--- src/rtl/addsub_chain_pipe.sv ---
// Two-stage, multi-lane add/subtract chain: stage 1 forms X = A +/- U, stage 2 forms Y = X -/+ V.
// Valid/ready handshake on both sides; every lane wraps modulo 2^N independently.
module addsub_chain_pipe #(
    parameter int N     = 4,
    parameter int LANES = 1
) (
    input  logic                 clk,
    input  logic                 rst_n,
    input  logic                 in_valid,
    output logic                 in_ready,
    input  logic                 in_mode,
    input  logic [LANES*N-1:0]   in_a,
    input  logic [LANES*N-1:0]   in_u,
    input  logic [LANES*N-1:0]   in_v,
    output logic                 out_valid,
    input  logic                 out_ready,
    output logic [LANES*N-1:0]   out_x,
    output logic [LANES*N-1:0]   out_y,
    output logic                 out_mode
);
    localparam int W = LANES * N;

    logic         s1_valid_reg;
    logic         s1_mode_reg;
    logic [W-1:0] s1_x_reg;
    logic [W-1:0] s1_v_reg;
    logic         s2_valid_reg;
    logic         s2_mode_reg;
    logic [W-1:0] s2_x_reg;
    logic [W-1:0] s2_y_reg;

    logic [W-1:0] s1_x_next;
    logic [W-1:0] s2_y_next;
    logic         s2_adv;
    logic         s1_adv;
    logic         s1_load;
    logic         s2_load;

    // A stage may take a new beat when it is empty or its contents leave this cycle.
    assign s2_adv   = !s2_valid_reg || out_ready;
    assign s1_adv   = !s1_valid_reg || s2_adv;
    assign in_ready = s1_adv;
    assign s1_load  = in_valid && s1_adv;
    assign s2_load  = s1_valid_reg && s2_adv;

    // Per-lane slices keep carries and borrows from crossing lane boundaries.
    generate
        for (genvar gi = 0; gi < LANES; gi++) begin : g_lane
            assign s1_x_next[gi*N +: N] = in_mode
                ? (in_a[gi*N +: N] - in_u[gi*N +: N])
                : (in_a[gi*N +: N] + in_u[gi*N +: N]);
            assign s2_y_next[gi*N +: N] = s1_mode_reg
                ? (s1_x_reg[gi*N +: N] + s1_v_reg[gi*N +: N])
                : (s1_x_reg[gi*N +: N] - s1_v_reg[gi*N +: N]);
        end
    endgenerate

    always_ff @(posedge clk or negedge rst_n) begin
        if (!rst_n) begin
            s1_valid_reg <= 1'b0;
            s1_mode_reg  <= 1'b0;
            s1_x_reg     <= '0;
            s1_v_reg     <= '0;
        end else begin
            if (s1_load) begin
                s1_valid_reg <= 1'b1;
                s1_mode_reg  <= in_mode;
                s1_x_reg     <= s1_x_next;
                s1_v_reg     <= in_v;
            end else if (s2_load) begin
                s1_valid_reg <= 1'b0;
            end
        end
    end

    always_ff @(posedge clk or negedge rst_n) begin
        if (!rst_n) begin
            s2_valid_reg <= 1'b0;
            s2_mode_reg  <= 1'b0;
            s2_x_reg     <= '0;
            s2_y_reg     <= '0;
        end else begin
            if (s2_adv) begin
                s2_valid_reg <= s1_valid_reg;
            end
            if (s2_load) begin
                s2_mode_reg <= s1_mode_reg;
                s2_x_reg    <= s1_x_reg;
                s2_y_reg    <= s2_y_next;
            end
        end
    end

    assign out_valid = s2_valid_reg;
    assign out_x     = s2_x_reg;
    assign out_y     = s2_y_reg;
    assign out_mode  = s2_mode_reg;

endmodule
--- config.mk ---
export PLATFORM = sky130hd
export DESIGN_NAME = addsub_chain_pipe
export DESIGN_NICKNAME = d
export VERILOG_FILES = /design/src/rtl/addsub_chain_pipe.sv
export SDC_FILE = /design/constraint.sdc
export NUM_CORES = 1
export LEC_CHECK = 0
export BUFFER_PORTS_ARGS = -buffer_cell sky130_fd_sc_hd__clkbuf_2
export CAP_MARGIN = 20
export CORE_MARGIN = 1
export CORE_UTILIZATION = 55
export DETAILED_ROUTE_END_ITERATION = 12
export PLACE_DENSITY = 0.82
export SLEW_MARGIN = 20
export SYNTH_ARGS = -nofsm -noshare
export SYNTH_HDL_FRONTEND = slang
export SYNTH_SLANG_ARGS = --single-unit
--- constraint.sdc ---
create_clock -name clk -period 3.35 [get_ports clk]
set_input_delay 0.1675 -clock clk [delete_from_list [all_inputs] [get_ports clk]]
set_output_delay 0.1675 -clock clk [all_outputs]
set_load 0.005 [all_outputs]
# Word level (Yosys, flattened, before mapping)
# Cells that the tools add are included.
# Widths: inputs -> output; s select.
# word_totals
word_cells	23
register_bits	20
output_inout_bits	11
input_bits	17
# classes
mux	4
addsub	4
n_reduce_logical	7
# ops
cell	count
$add 4x4->4	2
$mux 4	2
$sub 4x4->4	2
$logic_and 1x1->1	2
$logic_not 1->1	2
$logic_or 1x1->1	2
$mux 1	2
$reduce_bool 2->1	1

# Longest topological paths before layout
# Gate-level depths: netlist of the first run.
# logic_depth
depth_word	5
depth_mapped	9

# Worst setup path before layout of the first run
# Ideal clock, no wire load.
# synth_timing
path_type	register to register
start	register s1_v_reg[0]
end	register s2_y_reg[3], in the netlist out_y[3]
setup_ns	0.076
path_stages_with_launch	9
arrival_ns	1.823
path_slack_ns	1.451
path_cell_list	dfrtp_1 inv_1 ha_1 mux2_2 ha_1 a21o_1 a21oi_1 xnor3_1 o21ai_1
# synth_via
elab_chain_cells	2
# synth_rtl
element	line	text
start, declared	26	logic [W-1:0] s1_v_reg;
start signal, assigned	69	s1_v_reg <= in_v;
$sub 4x4->4 or $add 4x4->4 (tied branches)	54, 53	
$mux 4 (*)	53	? (s1_x_reg[gi*N +: N] + s1_v_reg[gi*N +: N])
end signal, assigned	89	s2_y_reg <= s2_y_next;
end, declared	30	logic [W-1:0] s2_y_reg;
# Mark *: on every way between the ends. The rest lies on a longest branch, timed or not.
# A chain may end at the register's enable or synchronous reset.

# Final worst setup path of the first run
# Same ends and word-level chain as after synthesis.

==> results by group, run 1 <==
Drt
  • DRC Markers: 0
  • Drt pass-1 iters: 2
  • Routed Antenna Nets: 0
  • Initial DRC count: 2
  • Via/cell ratio: 4.968
  • Drt total wl: 1.876 mm
  • Post-DR wirelength/cell: 12.18 um
  • Via count: 765

Run
  • MaxCap Viol Count: 0

Final layout
  • Synth-to-layout area growth: 18.87%
  • Non-Filler Instances: 154
  • Core Util, Final: 0.7306
  • Layout cell share with drive strength beyond 1: 0.3023
  • Post-route cell area: 1316 um2
  • # fillers: 140
  • Most frequent cells in the layout: clkbuf_2, dfrtp_1, nand2_1, inv_1, ha_1
  • Final net count: 157
  • Diode count: 0
  • Most common cell after layout, fill and taps aside: clkbuf_2

Timing
  • Finish-stage setup viols: 0
  • Max-slew violation count: 0
  • Unrepaired setup endpoints after global routing: false
  • Final period utilization: 0.6298
  • Worst setup slack after layout: 1240 ps
  • Worst-margin pin slew: 467.4 ps
  • Fin Hold WS: 67.53 ps
  • Max Freq: 473.9 MHz
  • Slew HR: 0.6884
  • Final worst path period need: 2110 ps
  • Final hold violations: 0
  • Post-Route Setup TNS: 0 ps
  • Final setup skew: 9.433 ps

Synthesis
  • Seq/Total Area, Yosys: 0.4520
  • Gate Count Post-Synth: 99
  • YS warnings: 0
  • Seq cells post-synth: 20
  • Count of cell types in the netlist: 27
  • Syn Std Cell Area: 1107 um2
  • Mapped Nets: 126
  • Mapped Avg Cell Area: 11.18 um2

Place
  • Dpl ws: 1281 ps
  • Final Wtd Congestion: 0.7900
  • Post-Place Cells: 149
  • DP Wirelength: 1.492 mm
  • DP Area: 1254 um2
  • Port bufs: 27

Setup path
  • Worst reg2reg path startpoint: s1_v_reg[0]
  • Crit Path Class: reg2reg
  • Reg-to-reg slack, setup: 1240 ps
  • CP Capture Type: flop
  • Worst Path Required: 3580 ps
  • CP Launch Type: flop
  • Max Fanout on Critical Path: 3
  • Crit path from: s1_v_reg[0]
  • Arr. time, crit path: 2340 ps

Floorplan
  • Die area: 2197 um2
  • Die height: 46.87 um
  • I/O pin count: 28
  • Die W: 46.87 um
  • Core Box Area: 1802 um2
  • # rows: 15
  • Initial Utilization: 0.6146

Clock network
  • Clk_lat worst skew: 300 ps
  • Root buf cell: clkbuf_4
  • Clk sinks: 20
  • # hold bufs at CTS: 1
  • Clock transition at path regs: 110 ps
  • Post CTS Setup Buffer Count: 0
  • PostCTS Resize Cnt: 0
  • Max clock buf depth: 2
  • TritonCTS buffer count: 3
  • CTS tree: built
  • Htree depth: 1

Pwr
  • PwrDens: 592.6 nW/um2
  • Overall power: 780.0 uW
  • Leakage: 0.6703 nW
  • Peak supply drop: 435.9 uV

Worst hold path
  • Worst hold path type: in2reg
  • Hold wc startpoint: in_valid

GRT
  • First-pass GRT wire length: 3.077 mm
  • Initial antenna violation count: 0
  • Total gr overflow: 0
  • Number of global-route vias before repair: 734
  • GRT Util Overall: 0.2056
  • Pin count of the biggest net entering global routing: 21

Status
  • Status: finished, final reports clean
## final cells by class
class,instances,area (um2),share of cell area
clock inverter,1,30.03,0.02281
clock buffer,3,22.52,0.01711
tap,25,31.28,0.02376
sequential,20,500.5,0.3802
multi-input combinational,67,549.3,0.4173
inverter,10,37.54,0.02852
timing repair buffer,28,145.1,0.1103
## critical path, cell delays in order (launching register included)
cell and delay [ps]:
dfrtp_1 410, inv_1 80, ha_1 280, mux2_2 280
ha_1 280, a21o_1 180, a21oi_1 160, xnor3_1 250
o21ai_1 120
## where the power goes
part,internal [mW],leakage [nW],switching (mW)
clock network,0.121,0.0279,0.0731
logic,0.131,0.403,0.112
registers,0.303,0.240,0.0400
## cell families (layout without fill, tap and decap cells)
kind of cell               after synthesis  in the layout  synth area share
and+or+nand+nor                         25             25            0.1153
DFF                                     20             20            0.4520
AOI/OAI and AO/OA                       15             15           0.08474
adders and majority gates               10             10            0.1266
xor gates and xnor gates                 7              7           0.06780
buffers and inverters                   12             42           0.05197
muxes                                   10             10            0.1017
## synth_stat cells
master | instances | share of area
inv_1 | 10 | 0.034
xor2_1 | 3 | 0.024
nor2b_1 | 1 | 0.0057
buf_2 | 1 | 0.0045
dfrtp_1 | 20 | 0.45
nand2b_1 | 3 | 0.017
a2111oi_2 | 1 | 0.014
o21ai_0 | 7 | 0.032
or3_4 | 1 | 0.010
ha_1 | 8 | 0.090
and2_1 | 1 | 0.0057
o2111ai_1 | 1 | 0.0079
nand3b_2 | 1 | 0.010
o21a_1 | 1 | 0.0068
buf_8 | 1 | 0.014
mux2_2 | 5 | 0.051
fa_1 | 2 | 0.036
o21ai_1 | 3 | 0.014
nor2_1 | 3 | 0.010
mux2_1 | 5 | 0.051
nor3_1 | 2 | 0.0090
nand3b_1 | 1 | 0.0068
xnor3_1 | 1 | 0.020
a21oi_1 | 1 | 0.0045
nand2_1 | 12 | 0.041
xnor2_1 | 3 | 0.024
a21o_1 | 1 | 0.0068
## per-layer routing
layer | part of all wire | global-route usage
met5 | 0 | 0
met4 | 0.014 | 0.06857
met3 | 0.044 | 0.06154
met2 | 0.51 | 0.3556
met1 | 0.43 | 0.2444
## worst paths after layout
kind / endpoint / cells after the start
hold reg to reg: out_x[1] / 2
setup reg to reg: out_y[3] / 8
min in group asynchronous: out_y[0] / 2
setup / recovery: out_y[3] / 8
hold / removal: s1_valid_reg / 2
max in group asynchronous: s1_v_reg[1] / 2
(Power assumes the default switching activity.)
==> run 2: changes to the inputs <==
--- a/config.mk
+++ b/config.mk
@@ -5,12 +5,13 @@
 export SDC_FILE = /design/constraint.sdc
 export NUM_CORES = 1
 export LEC_CHECK = 0
+export ABC_AREA = 1
 export BUFFER_PORTS_ARGS = -buffer_cell sky130_fd_sc_hd__clkbuf_2
 export CAP_MARGIN = 20
 export CORE_MARGIN = 1
-export CORE_UTILIZATION = 55
+export CORE_UTILIZATION = 47
 export DETAILED_ROUTE_END_ITERATION = 12
-export PLACE_DENSITY = 0.82
+export PLACE_DENSITY = 0.74
 export SLEW_MARGIN = 20
 export SYNTH_ARGS = -nofsm -noshare
 export SYNTH_HDL_FRONTEND = slang
==> constraint.sdc (replaced) <==
create_clock -name clk -period 1.9 [get_ports clk]
set_input_delay 0.095 -clock clk [delete_from_list [all_inputs] [get_ports clk]]
set_output_delay 0.095 -clock clk [all_outputs]
set_load 0.005 [all_outputs]
==> run 2 against run 1 <==
Compared with the run above:
- cell area up 5.7%
- final cell count up 35%
- non-clock buffer count up 4
- largest cell class unchanged
- largest power group unchanged
- highest routed layer unchanged
==> results by group, run 2 <==
Synthesis
  • Cell taking the most area after synthesis: dfrtp_1
  • Seq cells post-synth: 20 (unchanged)
  • Mapped Avg Cell Area: 7.884 um2 (-30%)
  • Number of flops mapped to enable cells by yosys: 0 (unchanged)
  • Top_reg_cell synth: dfrtp_1
  • Post-synth ARST share: 1.000 (unchanged)
  • Most frequent cell after synthesis: nand2_1
  • Synth area leaders: dfrtp_1, nand2_1, ha_1
  • Syn Std Cell Area: 1151 um2 (+4.0%)
  • Top cell type's share of synthesized area: 0.4348 (-0.01719)
  • YS warnings: 0 (unchanged)
  • Mapped Nets: 173 (+37%)
  • Gate Count Post-Synth: 146 (+47%)
  • Count of cell types in the netlist: 17 (-37%)
  • Seq/Total Area, Yosys: 0.4348 (-0.01719)
  • Post-synth top cells: nand2_1, inv_1, dfrtp_1, o21ai_1, ha_1

Setup path
  • Buf+Inv Stages, Crit Path: 1 (unchanged)
  • CP Launch Type: flop
  • CP top delay family: adder cells
  • Biggest cell delay along the critical path: 380 ps (-30 ps)
  • Max Fanout on Critical Path: 3 (unchanged)
  • Worst Path Required: 2100 ps (-1480 ps)
  • Reg-to-reg slack, setup: 130 ps (-1110 ps)
  • Crit Path Class: reg2reg
  • Arr. time, crit path: 1980 ps (-360 ps)
  • Worst reg2reg path startpoint: s1_v_reg[0]
  • Crit path from: s1_v_reg[0]
  • Sequence of cells on the critical path: inv_1 -> ha_1 -> nor2_1 -> xor2_1 -> ha_1 -> a21oi_2 -> and2_1 -> nand2_1 -> nand3_1 -> nand2_1
  • CP max-delay cell: dfrtp_1
  • CP Capture Type: flop

Floorplan
  • I/O pin count: 28 (unchanged)
  • Die area: 2651 um2 (+21%)
  • Die W: 51.49 um (+9.9%)
  • # rows: 17 (+2)
  • Die height: 51.49 um (+9.9%)
  • Core Box Area: 2255 um2 (+25%)
  • Initial Utilization: 0.5105 (-0.1040)

Pwr
  • Clock share of power: 0.181 (-0.068)
  • Leakage: 0.8128 nW (+21%)
  • PwrDens: 992.0 nW/um2 (+67%)
  • Switch Pwr: 490.4 uW (+120%)
  • Seq pwr share: 0.454 (+0.014)
  • Sw Ratio: 0.3553 (+0.06728)
  • Power Internal: 889.7 uW (+60%)
  • Peak supply drop: 566.9 uV (+30%)
  • Share of power burned in combinational logic: 0.365 (+0.054)

Place
  • DP Area: 1310 um2 (+4.5%)
  • Dpl ws: 21.08 ps (-1260 ps)
  • Final Wtd Congestion: 0.8665 (+9.7%)
  • DP Wirelength: 1.755 mm (+18%)
  • Post-Place Cells: 200 (+34%)
  • Port bufs: 27 (unchanged)

GRT
  • Met3 Track Usage GR: 0.02632 (-0.03522)
  • Pin count of the biggest net entering global routing: 21 (unchanged)
  • Initial antenna violation count: 0 (unchanged)
  • M1 GR Usage: 0.1943 (-0.05010)
  • Met2 GRT Util: 0.3939 (+0.03838)
  • GRT Max-Usage Layer: met2
  • First-pass GRT wire length: 3.843 mm (+25%)
  • GRT Util Overall: 0.2009 (-0.004769)
  • Total gr overflow: 0 (unchanged)
  • Number of global-route vias before repair: 1,009 (+37%)

Timing
  • Unrepaired setup endpoints after global routing: false
  • Final worst path period need: 1773 ps (-337.2 ps)
  • Finish-stage setup viols: 0 (unchanged)
  • Slew HR: 0.6823 (-0.006047)
  • Worst-margin pin slew: 476.5 ps (+9.070 ps)
  • Max-slew violation count: 0 (unchanged)
  • Post-Route Setup TNS: 0 ps (unchanged)
  • Final setup skew: 4.357 ps (-5.077 ps)
  • Worst setup slack after layout: 127.3 ps (-1113 ps)
  • Max Freq: 564.1 MHz (+19%)
  • Final period utilization: 0.9330 (+0.3032)
  • Final hold violations: 0 (unchanged)

Drt
  • Via count: 995 (+30%)
  • Post-DR wirelength/cell: 10.50 um (-14%)
  • Initial DRC count: 10 (+8)
  • Routed Antenna Nets: 0 (unchanged)
  • Drt total wl: 2.185 mm (+16%)
  • Drt pass-1 iters: 6 (+4)
  • DRC Markers: 0 (unchanged)
  • Via/cell ratio: 4.784 (-3.7%)

Worst hold path
  • Worst hold path type: in2reg
  • Hold wc startpoint: in_v[1]

Final layout
  • Non-Filler Instances: 208 (+35%)
  • Post-route cell area: 1391 um2 (+5.7%)
  • Most frequent cells in the layout: nand2_1, clkbuf_2, inv_1, dfrtp_1, o21ai_1
  • Most common cell after layout, fill and taps aside: nand2_1
  • Layout cell share with drive strength beyond 1: 0.2278 (-0.07455)
  • # fillers: 220 (+57%)
  • Synth-to-layout area growth: 20.87%
  • Diode count: 0 (unchanged)
  • Final net count: 208 (+32%)

Clock network
  • Max clock buf depth: 2 (unchanged)
  • TritonCTS buffer count: 3 (unchanged)
  • Clk sinks: 20 (unchanged)
  • CTS tree: built
  • Htree depth: 1 (unchanged)
  • Root buf cell: clkbuf_4
  • Clock transition at path regs: 110 ps (about the same)
  • Clk_lat worst skew: 310 ps (about the same)

Run
  • MaxCap Viol Count: 0 (unchanged)

Status
  • Status: finished, final reports clean
==> run 2: cells by family (layout without fill, tap and decap cells) <==
logic type / after synthesis / in the layout / share of synthesized area
flip-flops: 20 / 20 / 0.4348
adder cells (fa/ha/maj): 10 / 10 / 0.1217
XOR/XNOR: 4 / 4 / 0.03043
buffers and inverters: 26 / 60 / 0.09457
AND/OR/NAND/NOR: 69 / 69 / 0.2446
AO/OA/AOI/OAI: 17 / 17 / 0.07391
==> run 2: area by class of cell <==
cell class | instances | area [um2] | share of cell area
Sequential cell | 20 | 500.5 | 0.3597
Tap cell | 28 | 35.03 | 0.02518
Timing Repair Buffer | 32 | 180.2 | 0.1295
Inverter | 24 | 90.09 | 0.06475
Multi-Input combinational cell | 100 | 549.3 | 0.3948
Clock buffer | 4 | 36.28 | 0.02608
==> run 2: repair_timing <==
| action | CTS | global route |
|---|---|---|
| gates resized for setup | 1 | 2 |
| hold buffers | 3 | 0 |
| setup buffers | 0 | 1 |
| hold endpoints to repair | 22 | 0 |
| endpoints found under the setup margin | 1 | 2 |
| gates cloned | 0 | 0 |
==> run 2: power groups by stage <==
stage / combinational [mW] / clock [mW] / sequential [mW]
after global placement: 0.461 / 0 / 0.624
after detailed placement: 0.487 / 0 / 0.638
after floorplan: 0.312 / 0 / 0.628
after CTS: 0.497 / 0.258 / 0.629
final: 0.504 / 0.250 / 0.626
after global routing: 0.591 / 0.266 / 0.646
==> run 2: tightest hold or removal path, stage by stage <==
cell and delay (ps):
clkbuf_2 80, nand2_1 50, o21ai_1 60
==> run 2: path summary, 6_finish.rpt <==
| path | to | cells after the start |
|---|---|---|
| worst min-delay path | s1_v_reg[1] | 3 |
| worst min register to register | out_x[0] | 2 |
| min in group asynchronous | out_y[2] | 2 |
| worst max-delay path | out_y[3] | 10 |
| max in group asynchronous | out_valid | 2 |
| worst max register to register | out_y[3] | 10 |
==> run 2: layer usage <==
layer / wire length [um] / up-vias / part of all wire
met3: 83 / 5 / 0.038
met1: 869 / 448 / 0.40
met5: 0 / - / 0
met4: 45 / 0 / 0.021
li1: - / 514 / -
met2: 1186 / 28 / 0.54
==> run 2: stage by stage <==
step | total power [mW] | util | hold slack, ps
floorplan | 0.9399 | - | -200.6
global placement | 1.084 | 0.5810 | 72.06
detailed placement | 1.125 | 0.5810 | 75.99
CTS | 1.384 | 0.6104 | 11.41
global route | 1.503 | 0.6171 | 17.61
finish | 1.380 | 0.6171 | 18.37
